## src/rtl/case4_pkg.sv

```systemverilog
// case4_pkg: shared result type, width and saturating increment for the case4 collector.
package case4_pkg;
  localparam int RESULT_W = 3;
  typedef struct packed {
    logic x;
    logic y;
    logic z;
  } case4_result_t;
  function automatic logic [31:0] sat_inc(input logic [31:0] cnt, input logic [31:0] max);
    return (cnt >= max) ? cnt : cnt + 32'd1;
  endfunction
endpackage

```

## src/rtl/case4_result_fifo.sv

```systemverilog
// case4_result_fifo: small result FIFO; full/empty derive from occupancy, pointers wrap naturally.
module case4_result_fifo
  import case4_pkg::*;
#(
  parameter int DEPTH = 4
) (
  input  logic                     clk,
  input  logic                     rst_n,
  input  logic                     clear,
  input  logic                     push,
  input  logic                     pop,
  input  case4_result_t            wr_data,
  output case4_result_t            rd_data,
  output logic [$clog2(DEPTH):0]   occupancy,
  output logic                     full,
  output logic                     empty
);
  localparam int AW = $clog2(DEPTH);
  localparam int OW = AW + 1;
  case4_result_t mem_q [DEPTH];
  logic [AW-1:0] wr_ptr_q, wr_ptr_d, rd_ptr_q, rd_ptr_d;
  logic [OW-1:0] occ_q, occ_d;
  always_comb begin
    wr_ptr_d = push ? wr_ptr_q + AW'(1) : wr_ptr_q;
    rd_ptr_d = pop ? rd_ptr_q + AW'(1) : rd_ptr_q;
    occ_d    = occ_q + OW'(push) - OW'(pop);
  end
  always_ff @(posedge clk or negedge rst_n) begin
    if (!rst_n) begin
      for (int i = 0; i < DEPTH; i++) mem_q[i] <= '0;
      wr_ptr_q <= '0;
      rd_ptr_q <= '0;
      occ_q    <= '0;
    end else if (clear) begin
      wr_ptr_q <= '0;
      rd_ptr_q <= '0;
      occ_q    <= '0;
    end else begin
      if (push) mem_q[wr_ptr_q] <= wr_data;
      wr_ptr_q <= wr_ptr_d;
      rd_ptr_q <= rd_ptr_d;
      occ_q    <= occ_d;
    end
  end
  assign rd_data   = mem_q[rd_ptr_q];
  assign occupancy = occ_q;
  assign full      = occ_q == OW'(DEPTH);
  assign empty     = occ_q == '0;
endmodule

```

## src/rtl/case4_result_collector.sv

```systemverilog
// case4_result_collector: samples case4 {x,y,z} results into a FIFO and keeps saturating activity counters.
module case4_result_collector
  import case4_pkg::*;
#(
  parameter int DEPTH = 4,
  parameter int CNT_W = 16
) (
  input  logic                   clk,
  input  logic                   rst_n,
  input  logic                   clear,
  input  logic                   in_valid,
  input  logic                   x,
  input  logic                   y,
  input  logic                   z,
  output logic                   out_valid,
  input  logic                   out_ready,
  output logic [RESULT_W-1:0]    out_data,
  output logic [$clog2(DEPTH):0] occupancy,
  output logic [CNT_W-1:0]       cnt_x,
  output logic [CNT_W-1:0]       cnt_y,
  output logic [CNT_W-1:0]       cnt_z,
  output logic [CNT_W-1:0]       drop_cnt,
  output logic                   overflow
);
  localparam logic [31:0] MAX = 32'((64'd1 << CNT_W) - 64'd1);
  case4_result_t sample, head;
  logic full, empty, pop, push, drop;
  logic [CNT_W-1:0] cnt_x_q, cnt_x_d, cnt_y_q, cnt_y_d, cnt_z_q, cnt_z_d, drop_q, drop_d;
  logic overflow_q, overflow_d;
  assign sample    = case4_result_t'({x, y, z});
  assign out_valid = !empty;
  assign pop       = out_valid & out_ready;
  // a full FIFO still accepts when the head leaves on the same edge
  assign push      = in_valid & (!full | pop);
  assign drop      = in_valid & full & !pop;
  case4_result_fifo #(.DEPTH(DEPTH)) u_fifo (
    .clk       (clk),
    .rst_n     (rst_n),
    .clear     (clear),
    .push      (push),
    .pop       (pop),
    .wr_data   (sample),
    .rd_data   (head),
    .occupancy (occupancy),
    .full      (full),
    .empty     (empty)
  );
  always_comb begin
    cnt_x_d    = (in_valid & x) ? CNT_W'(sat_inc(32'(cnt_x_q), MAX)) : cnt_x_q;
    cnt_y_d    = (in_valid & y) ? CNT_W'(sat_inc(32'(cnt_y_q), MAX)) : cnt_y_q;
    cnt_z_d    = (in_valid & z) ? CNT_W'(sat_inc(32'(cnt_z_q), MAX)) : cnt_z_q;
    drop_d     = drop ? CNT_W'(sat_inc(32'(drop_q), MAX)) : drop_q;
    overflow_d = overflow_q | drop;
  end
  always_ff @(posedge clk or negedge rst_n) begin
    if (!rst_n) begin
      cnt_x_q    <= '0;
      cnt_y_q    <= '0;
      cnt_z_q    <= '0;
      drop_q     <= '0;
      overflow_q <= 1'b0;
    end else if (clear) begin
      cnt_x_q    <= '0;
      cnt_y_q    <= '0;
      cnt_z_q    <= '0;
      drop_q     <= '0;
      overflow_q <= 1'b0;
    end else begin
      cnt_x_q    <= cnt_x_d;
      cnt_y_q    <= cnt_y_d;
      cnt_z_q    <= cnt_z_d;
      drop_q     <= drop_d;
      overflow_q <= overflow_d;
    end
  end
  assign out_data = head;
  assign cnt_x    = cnt_x_q;
  assign cnt_y    = cnt_y_q;
  assign cnt_z    = cnt_z_q;
  assign drop_cnt = drop_q;
  assign overflow = overflow_q;
endmodule

```

## config.mk

```make
export PLATFORM = sky130hd
export DESIGN_NAME = case4_result_collector
export DESIGN_NICKNAME = d
export VERILOG_FILES = /design/src/rtl/case4_pkg.sv /design/src/rtl/case4_result_fifo.sv /design/src/rtl/case4_result_collector.sv
export SDC_FILE = /design/constraint.sdc
export NUM_CORES = 1
export LEC_CHECK = 0
export CAP_MARGIN = 0
export CELL_PAD_IN_SITES_DETAIL_PLACEMENT = 0
export CELL_PAD_IN_SITES_GLOBAL_PLACEMENT = 1
export CORE_ASPECT_RATIO = 1.5
export CORE_MARGIN = 1
export CORE_UTILIZATION = 40
export CTS_BUF_LIST = sky130_fd_sc_hd__clkbuf_8
export DETAILED_ROUTE_END_ITERATION = 12
export PLACE_DENSITY_LB_ADDON = 0.2
export RECOVER_POWER = 25
export SLEW_MARGIN = 20
export SYNTH_ARGS = -nofsm -noshare
export SYNTH_HDL_FRONTEND = slang
export SYNTH_SLANG_ARGS = --single-unit
```

## constraint.sdc

```tcl
create_clock -name clk -period 2.6 [get_ports clk]
set_input_delay 0.26 -clock clk [delete_from_list [all_inputs] [get_ports clk]]
set_output_delay 0.26 -clock clk [all_outputs]
set_load 0.005 [all_outputs]
```

### Word level (Yosys, flattened, before mapping)

Index checks and enable logic that the tools add are counted.

| cells by class | value |
|---|---|
| reduce and logical (&&, ||, !) cells | 16 |
| bitwise logic cells | 12 |
| muxes and demuxes | 24 |
| order comparisons | 7 |
| eq/ne operators | 5 |
| add/subtract/negate cells | 8 |

Operators by type and width:

| cell | count |
|---|---|
| $mux 16 | 12 |
| $add 16x1->16 const B | 4 |
| $ge 16x16->1 const B | 4 |
| $bwmux 12 | 1 |
| $mux 3 | 4 |
| $reduce_bool 2->1 | 6 |
| $reduce_and 2->1 | 5 |
| $mux 2 | 4 |
| $ne 2x2->1 const B | 4 |
| $and 1x1->1 | 7 |
| $bmux 3 s2 | 1 |
| $demux 3 s2 | 1 |
| $ge 3x3->1 const B | 2 |
| $not 2->3 | 2 |
| $add 2x1->2 const B | 2 |
| $add 3x1->3 | 1 |
| $eq 3x3->1 const B | 1 |
| $logic_not 1->1 | 3 |
| $logic_not 3->1 | 1 |
| $lt 3x1->1 const B | 1 |
| $sub 3x1->3 | 1 |
| $or 1x1->1 | 2 |
| $logic_and 1x1->1 | 1 |
| $mux 1 | 1 |
| $not 1->1 | 1 |

| storage, ports and cells | value |
|---|---|
| output and inout port bits | 72 |
| bits of input ports | 8 |
| word-level logic and storage cells | 92 |
| register bits after elaboration | 84 |

### Depth between registers and ports, before layout

Gate-level depths: netlist of the first run.

| depth | value |
|---|---|
| word-level depth | 8 |
| mapped depth | 8 |
| gate-level depth less buffers | 8 |

### By module

A second synthesis of the first run with hierarchy kept.

| second synthesis, totals | value |
|---|---|
| cells, all modules | 477 |
| area total of the unflattened synthesis | 4772.1 um^2 |

Modules (own cells, without submodules):

| module | area each (um^2) | instances | cells an instance | sequential area each (um^2) |
|---|---|---|---|---|
| case4_result_collector | 3719.8 | 1 | 409 | 1626.6 |
| case4_result_fifo | 1052.3 | 1 | 68 | 475.5 |

### Worst setup path after synthesis of the first run

No wires, ideal clock.

| timing path | value |
|---|---|
| kind | register -> register |
| from | register u_fifo.occ_q[0] (netlist: u_fifo.occupancy[0]) |
| to | register drop_q[14] (netlist: drop_cnt[14]) |
| slack | 0.649 ns |
| arrival | 1.826 ns |
| clock period less this slack | 1.951 ns |
| cell stages (with the launch flop) | 6 |
| buffers on the path | 1 |
| required time | 2.475 ns |
| setup time | 0.125 ns |
| path through | dfrtp_1 > nor4b_4 > nand2_2 > buf_2 > nor4_1 > mux2_2 |

| between the ends | value |
|---|---|
| cells in the longest elaborated chain, start to end | 7 |
| elaborated cells on any way between the ends | 9 |
| those cells by class | 1 x eq/ne; 3 x bitwise; 5 x reduce/logical |

Ends and longest elaborated chain:

| element | RTL line | RTL |
|---|---|---|
| start: declaration | case4_result_fifo.sv:22 | `logic [OW-1:0] occ_q, occ_d;` |
| start signal: assignment | case4_result_fifo.sv:33 | `occ_q <= '0;` |
| start signal: assignment | case4_result_fifo.sv:37 | `occ_q <= '0;` |
| start signal: assignment | case4_result_fifo.sv:42 | `occ_q <= occ_d;` |
| $logic_not 3->1 | case4_result_fifo.sv:48 | `assign empty = occ_q == '0;` |
| $logic_not 1->1 | case4_result_collector.sv:31 | `assign out_valid = !empty;` |
| $and 1x1->1 | case4_result_collector.sv:32 | `assign pop = out_valid & out_ready;` |
| $logic_not 1->1 | case4_result_collector.sv:35 | `assign drop = in_valid & full & !pop;` |
| $and 1x1->1 (*) | case4_result_collector.sv:35 |  |
| $reduce_bool 2->1 (no line) (*) | -- |  |
| $reduce_and 2->1 (no line) (*) | -- |  |
| end signal: assignment | case4_result_collector.sv:72 | `drop_q <= drop_d;` |
| end: declaration | case4_result_collector.sv:28 | `logic [CNT_W-1:0] cnt_x_q, cnt_x_d, cnt_y_q, cnt_y_d, cnt_z_q, cnt_z_d, drop_q, drop_d;` |

Every way passes the cells marked *; elsewhere a longest branch is shown, timed or not.
A chain may end at the register's enable or synchronous reset.

### Final worst setup path of the first run

| timing path | value |
|---|---|
| from | register u_fifo.rd_ptr_q[0] |
| to | output port out_data[0] |

| between the ends | value |
|---|---|
| cells in the longest elaborated chain, start to end | 4 |

Ends and longest elaborated chain:

| element | RTL line | RTL |
|---|---|---|
| start: declaration | case4_result_fifo.sv:21 | `logic [AW-1:0] wr_ptr_q, wr_ptr_d, rd_ptr_q, rd_ptr_d;` |
| start signal: assignment | case4_result_fifo.sv:41 | `rd_ptr_q <= rd_ptr_d;` |
| $not 2->3 (implied by the code) | case4_result_fifo.sv:45 | `assign rd_data = mem_q[rd_ptr_q];` |
| $bmux 3 s2 | case4_result_fifo.sv:45 |  |
| $mux 3 (implied by the code) (2 in series) | case4_result_fifo.sv:45 |  |
| end: declaration | case4_result_collector.sv:17 | `output logic [RESULT_W-1:0] out_data,` |

No other way between the ends. The select of a mux whose other input is x is not followed.

==> flow_summary.json, run 1 <==
{
  "status": "finished, final reports clean",
  "crit_arrival_ns": 1.86,
  "seq_area_sq_mm": 0.002102,
  "vias": 4161,
  "r2r_start": "cnt_z[0]$_DFFE_PN0P_",
  "port_buffers": 79,
  "critPathLaunch": "u_fifo.rd_ptr_q[0]$_DFFE_PN0P_",
  "area_delta_synth_final_pct": 25.55,
  "grt_pass1_wl_um": 19890,
  "synthMuxAreaShare": 0.08856,
  "vias_per_cell": 5.803,
  "p_seq_frac": 0.495,
  "ctsResizeCount": 0,
  "row_count": 48,
  "synth-adder-area-share": 0.03094,
  "p_per_area_mw_per_mm2": 522.7,
  "grt_max_degree": 51,
  "drv_slew": 0,
  "critPathKind": "flop to primary output",
  "pin_count": 80,
  "synth-edff-count": 0,
  "cts_tree": "done",
  "p_comb_frac": 0.185,
  "n_antenna_cell": 0,
  "ys.flop_type": "dfrtp_1",
  "antenna_found_initial": 0,
  "fin_util": 0.5134,
  "setup_viol": 0,
  "yosys.cell_types.count": 48,
  "synth_compound_area_frac": 0.1275,
  "gr-total-overflow": 0,
  "hold_class": "input pin to flop",
  "routed_wl_um": 11860,
  "switching_share": 0.2802,
  "multi_input_area_sq_mm": 0.002439,
  "p_clk_frac": 0.321,
  "cp_top_family": "multiplexers",
  "synth-simple-area-share": 0.2635,
  "drv_cap": 0,
  "ys_ff_latch": 84,
  "cpPeakStageDelay_ns": 0.55,
  "p_leak_nw": 2.268,
  "drc_errors": 0,
  "critPathCaptureType": "primary output",
  "crit_slowest_cell": "mux4_2",
  "detailed_place_hpwl_um": 8416,
  "p_total_mw": 3.079,
  "synth_top_family_by_area": "simple AND/OR/NAND/NOR gates",
  "synth_seq_area_share": 0.4481,
  "intPower_mw": 2.216,
  "finalHoldViolCount": 0,
  "grt_usage": 0.2044,
  "worst-slew-pin-transition_ns": 1.150,
  "async_flop_share": 1.000,
  "cts-root-buf": "clkbuf_8",
  "worstSetupStartpointType": "flop",
  "fin_crit_sh": 0.8173,
  "switching_power_mw": 0.8628,
  "cts.clk_slew.worst_paths_ns": 0.10,
  "start_util": 0.4089,
  "core-area_sq_mm": 0.01147,
  "synth_fp_nets": 497,
  "postSynthCellCount": 478,
  "worstPathRequired_ns": 2.34,
  "cts.sinks": 84,
  "dr.pass1.iters": 6,
  "yosysWarnings": 0,
  "synth_top_area_frac": 0.4481,
  "rsz0062_at_grt": "no",
  "tns_ns": 0,
  "fin_skew_ns": 0.01247,
  "die_y_um": 134.6,
  "die_w_um": 90.42,
  "drive_above_1_share": 0.1305,
  "peakVddDrop_mv": 0.2160,
  "netlist_area_sq_mm": 0.004691,
  "synth_xor_area_frac": 0.009336,
  "crit_chain": "mux4_2, clkdlybuf4s50_1",
  "die_area_sq_mm": 0.01217,
  "clock.fmax_mhz": 470.6,
  "avgRoutedWirePerCell_um": 16.55,
  "filler_cell_count": 1074,
  "cts_buffer_depth": 2,
  "synth_top_area_cell": "dfrtp_1",
  "cts_made_buffers": 9,
  "path_max_fanout": 5,
  "relSlewSlack": 0.2331,
  "dr.first_iter.drc_count": 150,
  "place.gp.congestion": 0.7814,
  "finalNetCount": 581,
  "clk_latency_ns": 0.37,
  "synthTopCellsByArea": "dfrtp_1 (45%), mux2_2 (7.2%), a21oi_1 (4.5%)",
  "htreeDepth": 3,
  "hp-start": "clear",
  "ant_nets": 0,
  "cp_num_buf_inv": 1,
  "min_period_ns": 2.125,
  "syn_area_per_cell_sq_um": 9.813,
  "grt_pass1_vias": 4004
}
==> power by group through the flow <==
stage | clock network (mW) | registers (mW) | logic (mW)
2_1_floorplan | 0 | 1.52 | 0.352
6_report | 0.987 | 1.52 | 0.569
4_1_cts | 1.01 | 1.53 | 0.584
5_1_grt | 1.06 | 1.54 | 0.645
3_3_place_gp | 0 | 1.55 | 0.571
3_5_place_dp | 0 | 1.55 | 0.582
==> kinds of logic after synthesis <==
logic type,count (synthesis)
compound gates,96
flops,84
mux,34
buf+inv,38
xor+xnor,5
simple gates,210
fa+ha+maj,11
==> Yosys cell counts, drive strengths merged (14+ instances only) <==
cell	number
nand3	24
a21oi	42
o31ai	22
inv	16
nand4	20
nor4	14
nor2	30
nand2	30
dfrtp	84
nor2b	19
clkbuf	14
mux2	30
or4	22
==> cell type report <==
type | count | area share
multi-input combinational | 356 | 0.4141
sequential | 84 | 0.3569
timing repair buffer | 95 | 0.1521
tap | 150 | 0.03187
clock buffer | 9 | 0.02103
clock inverter | 7 | 0.01381
inverter | 16 | 0.01020
==> sequential cells by signal (all words and copies together), names as in the netlist <==
register	count
overflow	1
u_fifo.occupancy	3
u_fifo.rd_ptr_q	2
cnt_x	16
drop_cnt	16
cnt_z	16
u_fifo.wr_ptr_q	2
u_fifo.mem_q	12
cnt_y	16
==> worst register-to-register path, delay by kind of cell, from the launching register on <==
kind,cells,cell delay (ns)
fa+ha+maj,1,0.19
mux,1,0.37
simple gates,3,1.02
flops,1,0.43
==> per-stage QoR <==
stage          worst slack (ns)  hold WS [ns]  instance area, sq um  cells
2_1_floorplan            0.6491      -0.03559                  4691    478
3_3_place_gp             0.2472        0.3092                  5684    700
3_5_place_dp             0.1989        0.3070                  5684    700
4_1_cts                  0.4319        0.4194                  5899    717
5_1_grt                  0.3210        0.4645                  5889    717
6_report                 0.4751        0.4325                  5889    717
==> timing repair <==
| action | 4_1_cts | 5_1_grt |
|---|---|---|
| setup buffers | 0 | 0 |
| hold endpoints to repair | 40 | 0 |
| hold buffers | 1 | 0 |
==> layout by cell type (no fill, tap or decap), types with 3 or more instances in the layout <==
cell type        count
nor2_1              30
nand3_1             24
and4_1               8
ha_1                10
o21ai_0             13
and3_1               8
o31ai_1             22
inv_6                3
nand4_1             18
or3_1                9
o311ai_0             3
nand2_1             29
nor3_1              10
nor4b_1              4
buf_4               13
o41ai_1              4
nor2b_1             19
clkdlybuf4s50_1     77
or2_2                3
mux4_2               3
or4_1               22
inv_1               16
xnor2_1              3
clkbuf_8             9
o31a_1               5
mux2_2              30
a21oi_1             42
nor4_1              13
dfrtp_1             84
==> final timing paths <==
path / cells after the start / slack [ns] / end
max: 2 / 0.48 / out_data[0]
min: 4 / 0.43 / u_fifo.mem_q[1]$_DFFE_PN0P_
max reg2reg: 5 / 0.48 / cnt_z[8]$_DFFE_PN0P_
min reg2reg: 1 / 0.51 / u_fifo.mem_q[11]$_DFFE_PN0P_
max in group asynchronous: 3 / 0.69 / cnt_y[10]$_DFFE_PN0P_
min in group asynchronous: 2 / 0.65 / cnt_y[5]$_DFFE_PN0P_
==> per-layer routing <==
layer,GRT usage,vias up,routed length (um)
met5,0,-,0
met2,0.3550,90,5988
met3,0.02477,16,400
met4,0.08692,0,218
li1,-,1979,-
met1,0.2564,2076,5255
Power figures use the tool's default switching activity.
==> inputs of run 2 (changes only) <==
--- a/config.mk
+++ b/config.mk
@@ -10,7 +10,7 @@
 export CELL_PAD_IN_SITES_GLOBAL_PLACEMENT = 1
 export CORE_ASPECT_RATIO = 1.5
 export CORE_MARGIN = 1
-export CORE_UTILIZATION = 40
+export CORE_UTILIZATION = 38
 export CTS_BUF_LIST = sky130_fd_sc_hd__clkbuf_8
 export DETAILED_ROUTE_END_ITERATION = 12
 export PLACE_DENSITY_LB_ADDON = 0.2
==> constraint.sdc (replaced) <==
create_clock -name clk -period 1.77 [get_ports clk]
set_input_delay 0.177 -clock clk [delete_from_list [all_inputs] [get_ports clk]]
set_output_delay 0.177 -clock clk [all_outputs]
set_load 0.005 [all_outputs]
==> flow_summary.json, run 2 (synthesized netlist as in run 1, its figures left out) <==
{
  "die_y_um": 138.1,
  "area_delta_synth_final_pct": 46.52,
  "vias": 4481,
  "cts_made_buffers": 9,
  "finalHoldViolCount": 0,
  "cts_tree": "done",
  "fin_crit_sh": 1.088,
  "finalNetCount": 675,
  "drv_cap": 0,
  "pin_count": 80,
  "crit_arrival_ns": 2.16,
  "cts.sinks": 84,
  "htreeDepth": 3,
  "crit_chain": "o31a_1, ha_1, inv_1, ha_1, inv_1, fa_2, nor2_1",
  "setup_viol": 14,
  "dr.max_layer_used": "met4",
  "final_common_cell": "buf_4",
  "grt_usage": 0.2101,
  "worstPathRequired_ns": 2.01,
  "core-area_sq_mm": 0.01202,
  "dr.first_iter.drc_count": 163,
  "p_comb_frac": 0.233,
  "ant_nets": 0,
  "dr_wl_met2_um": 7062,
  "dp_slack_ns": -0.3924,
  "status": "finished, violations left",
  "die_area_sq_mm": 0.01280,
  "peakVddDrop_mv": 0.3608,
  "place.gp.congestion": 0.7976,
  "setup_slack_ns": -0.1551,
  "n_antenna_cell": 0,
  "drive_above_1_share": 0.3116,
  "wl_met1_um": 5462,
  "cts.clk_slew.worst_paths_ns": 0.09,
  "p_per_area_mw_per_mm2": 692.5,
  "path_max_fanout": 3,
  "clk_latency_ns": 0.36,
  "min_period_ns": 1.925,
  "critPathKind": "flop to flop",
  "fin_skew_ns": 0.01033,
  "p_seq_frac": 0.462,
  "cp_num_buf_inv": 2,
  "p_total_mw": 4.760,
  "start_util": 0.3904,
  "switching_power_mw": 1.333,
  "vias_per_cell": 5.505,
  "die_w_um": 92.72,
  "worstSetupStartpointType": "flop",
  "drc_errors": 0,
  "p_leak_nw": 2.819,
  "crit_slowest_cell": "fa_2",
  "relSlewSlack": 0.5198,
  "avgRoutedWirePerCell_um": 16.19,
  "cts_buffer_depth": 2,
  "wl_met3_um": 453,
  "dp_cells": 776,
  "clock.fmax_mhz": 519.4,
  "p_clk_frac": 0.304,
  "placed_area_sq_mm": 0.006300,
  "final_cell_mix": "buf_4 (94), dfrtp_1 (82), clkdlybuf4s50_1 (73), a21oi_1 (41), mux2_2 (29)",
  "row_count": 49,
  "antenna_found_initial": 0,
  "dr.pass1.iters": 4,
  "failed_checks": "setup timing",
  "critPathCaptureType": "flop",
  "rsz0062_at_grt": "yes",
  "grt_pass1_wl_um": 21510,
  "gr-total-overflow": 0,
  "cp_top_family": "adder cells",
  "final_cell_area_sq_mm": 0.006873,
  "stdcell_count": 814,
  "intPower_mw": 3.426,
  "port_buffers": 79,
  "grt_max_degree": 40,
  "detailed_place_hpwl_um": 9243,
  "worst-slew-pin-transition_ns": 0.7203,
  "grt_pass1_vias": 4415,
  "hold_class": "input pin to flop",
  "cpPeakStageDelay_ns": 0.52,
  "cts-root-buf": "clkbuf_8",
  "whs_ns": 0.2729,
  "drv_slew": 0,
  "switching_share": 0.2801,
  "filler_cell_count": 1084,
  "routed_wl_um": 13180
}
## run 2: cell types whose count changed in the layout (fill, tap and decap cells not counted), sizes merged
cell           delta
clkdlybuf4s15     +2
inv               -3
clkinvlp          +1
clkinv            +1
nand2             +1
buf              +93
clkdlybuf4s50     -4
clkbuf            +3
## run 2: repair_timing
action,CTS,global route
setup buffers,6,12
gates cloned,0,3
hold endpoints to repair,24,0
endpoints found under the setup margin,27,51
gates resized for setup,13,46
hold buffers,1,0
pin swaps,4,15
## run 2: worst reg2reg max path: stages (launching register included)
cell,delay (ns)
dfrtp_2,0.42
o31a_1,0.32
ha_1,0.27
inv_1,0.05
ha_1,0.13
inv_1,0.05
fa_2,0.52
nor2_1,0.04
## run 2: per-stage QoR
step | utilization | setup TNS, ns
2_1_floorplan | - | -0.3820
3_3_place_gp | 0.5243 | -12.16
3_5_place_dp | 0.5243 | -13.23
4_1_cts | 0.5460 | -1.314
5_1_grt | 0.5719 | -2.572
6_report | 0.5719 | -0.8896
## run 2: power by group through the flow
stage | registers (mW) | clock network [mW] | logic [mW]
final | 2.20 | 1.45 | 1.11
after CTS | 2.20 | 1.48 | 1.06
after detailed placement | 2.26 | 0 | 1.01
after global routing | 2.22 | 1.56 | 1.23
after floorplan | 2.23 | 0 | 0.525
after global placement | 2.24 | 0 | 0.976
## run 2: area by class of cell
type	instances	area (sq um)	share of cell area
inverters	16	60.06	0.008738
flip-flops and latches	84	2105	0.3062
clock buffers	10	137.6	0.02003
multi-input cells	357	2658	0.3867
clock inverters	6	63.81	0.009285
well taps	153	191.4	0.02785
repair buffers	188	1658	0.2412
## run 2: final timing paths
path / startpoint / to / slack (ns) / depth (start not counted)
worst max-delay path: u_fifo.occupancy[1]$_DFF_PN0_ / u_fifo.occupancy[1]$_DFF_PN0_ / -0.16 / 7
worst min-delay path: clear / cnt_x[1]$_DFFE_PN0P_ / 0.27 / 3
worst max register to register: u_fifo.occupancy[1]$_DFF_PN0_ / u_fifo.occupancy[1]$_DFF_PN0_ / -0.16 / 7
worst min register to register: u_fifo.mem_q[11]$_DFFE_PN0P_ / u_fifo.mem_q[11]$_DFFE_PN0P_ / 0.51 / 1
max in group asynchronous: rst_n / drop_cnt[11]$_DFFE_PN0P_ / 0.28 / 3
min in group asynchronous: rst_n / cnt_x[4]$_DFFE_PN0P_ / 0.39 / 2
## run 2: metal layers
layer | vias to the layer above | track usage
met5 | - | 0
met4 | 0 | 0.05587
met3 | 15 | 0.03905
met2 | 89 | 0.3856
met1 | 2202 | 0.2470
li1 | 2175 | -
==> inputs of run 3 (changes only) <==
--- a/config.mk
+++ b/config.mk
@@ -13,6 +13,7 @@
 export CORE_UTILIZATION = 38
 export CTS_BUF_LIST = sky130_fd_sc_hd__clkbuf_8
 export DETAILED_ROUTE_END_ITERATION = 12
+export GPL_TIMING_DRIVEN = 0
 export PLACE_DENSITY_LB_ADDON = 0.2
 export RECOVER_POWER = 25
 export SLEW_MARGIN = 20
==> flow_summary.json, run 3 (synthesized netlist as in run 1, its figures left out) <==
{
  "status": "finished, violations left",
  "failed_checks": "setup timing",
  "gr-total-overflow": 0,
  "fin_crit_sh": 1.122,
  "cp_top_family": "adder cells",
  "path_max_fanout": 5,
  "cts.clk_slew.worst_paths_ns": 0.10,
  "drive_above_1_share": 0.3452,
  "n_antenna_cell": 0,
  "cts.sinks": 84,
  "cts_made_buffers": 9,
  "grt_max_degree": 48,
  "antenna_found_initial": 0,
  "drv_cap": 0,
  "final_cell_area_sq_mm": 0.006829,
  "hp-start": "x",
  "relSlewSlack": 0.3145,
  "core-area_sq_mm": 0.01202,
  "placed_area_sq_mm": 0.005733,
  "fin_skew_ns": 0.01019,
  "place.gp.congestion": 0.7719,
  "rrSetupSlack_ns": -0.22,
  "detailed_place_hpwl_um": 8950,
  "port_buffers": 78,
  "grt_pass1_vias": 4396,
  "clock.fmax_mhz": 503.5,
  "drv_slew": 0,
  "routed_wl_um": 13970,
  "p_per_area_mw_per_mm2": 699.7,
  "cts_buffer_depth": 2,
  "multi_input_area_sq_mm": 0.002939,
  "drc_errors": 0,
  "finalHoldViolCount": 0,
  "area_delta_synth_final_pct": 45.59,
  "worstPathRequired_ns": 2.00,
  "cts_tree": "done",
  "htreeDepth": 3,
  "setup_viol": 13,
  "rsz0062_at_grt": "yes",
  "peakVddDrop_mv": 0.4181,
  "worstSetupStartpointType": "flop",
  "grt_usage": 0.2191,
  "start_util": 0.3904,
  "cp_num_buf_inv": 2,
  "seq_area_sq_mm": 0.002128,
  "p_leak_nw": 2.636,
  "final_common_cell": "clkdlybuf4s50_1",
  "worst-slew-pin-transition_ns": 1.028,
  "die_area_sq_mm": 0.01280,
  "vias_per_cell": 5.782,
  "whs_endpoint": "u_fifo.mem_q[5]$_DFFE_PN0P_",
  "critPathCaptureType": "flop",
  "crit_arrival_ns": 2.22,
  "stdcell_count": 770,
  "finalNetCount": 631,
  "r2r_cells": 7,
  "dp_cells": 710,
  "hold_class": "input pin to flop",
  "filler_cell_count": 1107,
  "die_y_um": 138.1,
  "ant_nets": 0,
  "min_period_ns": 1.986,
  "vias": 4452,
  "dp_slack_ns": -0.7840,
  "whs_ns": 0.2565,
  "cpPeakStageDelay_ns": 0.52,
  "timing.rr.end": "u_fifo.occupancy[1]$_DFF_PN0_",
  "pin_count": 80,
  "crit_chain": "o31a_1, ha_1, inv_1, ha_1, inv_1, fa_2, nor2_1",
  "p_total_mw": 4.778,
  "r2r_start": "u_fifo.occupancy[1]$_DFF_PN0_",
  "row_count": 49,
  "dr.first_iter.drc_count": 199,
  "critPathKind": "flop to flop",
  "cts-root-buf": "clkbuf_8",
  "setup_slack_ns": -0.2160,
  "avgRoutedWirePerCell_um": 18.15,
  "die_w_um": 92.72,
  "clk_latency_ns": 0.36,
  "min_path_cells": 2,
  "crit_slowest_cell": "fa_2",
  "final_cell_mix": "clkdlybuf4s50_1 (69), dfrtp_1 (63), buf_4 (39), nor2_1 (29), mux2_2 (28)",
  "dr.pass1.iters": 7,
  "grt_pass1_wl_um": 22310
}
-- run 3: changes by cell type in the layout (fill, tap and decap cells not counted), moves of 5 or more --
cell      change
or4_4         +8
a21oi_1      -14
buf_4        -55
dfrtp_2      +19
or4_1         -8
nor4_1        -5
a21oi_2      +14
clkbuf_1      +8
dfrtp_1      -19
-- run 3: how the worst max path moves through the flow --
stage	startpoint	endpoint	slack [ns]	cells past startpoint
final	u_fifo.occupancy[1]$_DFF_PN0_	u_fifo.occupancy[1]$_DFF_PN0_	-0.22	7
after global routing	u_fifo.occupancy[1]$_DFF_PN0_	u_fifo.occupancy[1]$_DFF_PN0_	-0.28	7
after CTS	u_fifo.occupancy[0]$_DFF_PN0_	u_fifo.occupancy[1]$_DFF_PN0_	-0.22	7
after detailed placement	in_valid	u_fifo.occupancy[1]$_DFF_PN0_	-0.78	8
after global placement	rst_n	u_fifo.occupancy[1]$_DFF_PN0_	-3.09	1
after floorplan	u_fifo.occupancy[0]$_DFF_PN0_	u_fifo.occupancy[1]$_DFF_PN0_	-0.13	7
-- run 3: power breakdown --
| part | switching (mW) | internal, mW | leakage (nW) | total, mW |
|---|---|---|---|---|
| combinational | 0.447 | 0.555 | 1.41 | 1.00 |
| sequential | 0.138 | 2.09 | 1.11 | 2.23 |
| clock | 0.754 | 0.790 | 0.109 | 1.54 |
-- run 3: final cells by class --
class | count | share of cell area
Multi-Input combinational cell | 356 | 0.4304
Sequential cell | 84 | 0.3117
Timing Repair Buffer | 127 | 0.1742
Tap cell | 153 | 0.02803
Clock buffer | 9 | 0.01814
Buffer | 18 | 0.01539
Clock inverter | 7 | 0.01337
Inverter | 16 | 0.008794
-- run 3: through the flow --
step | setup TNS [ns] | util
after floorplan | -0.3820 | -
after global placement | -268.59 | 0.4750
after detailed placement | -38.01 | 0.4771
after CTS | -0.6318 | 0.5267
after global routing | -3.073 | 0.5683
final | -0.9460 | 0.5683
-- run 3: per-layer routing --
metal | track usage | vias to the layer above | wire (um)
met4 | 0.07206 | 0 | 221
met5 | 0 | - | 0
met3 | 0.04290 | 17 | 591
li1 | - | 2092 | -
met2 | 0.3891 | 102 | 7516
met1 | 0.2620 | 2241 | 5643
-- run 3: timing repair --
| item | in CTS | in global routing |
|---|---|---|
| gates cloned | 0 | 2 |
| endpoints found under the setup margin | 77 | 66 |
| resized for setup | 48 | 100 |
| buffers inserted | 25 | 21 |
| hold buffers | 1 | 0 |
| pin swaps | 10 | 38 |
| hold endpoints to repair | 37 | 0 |
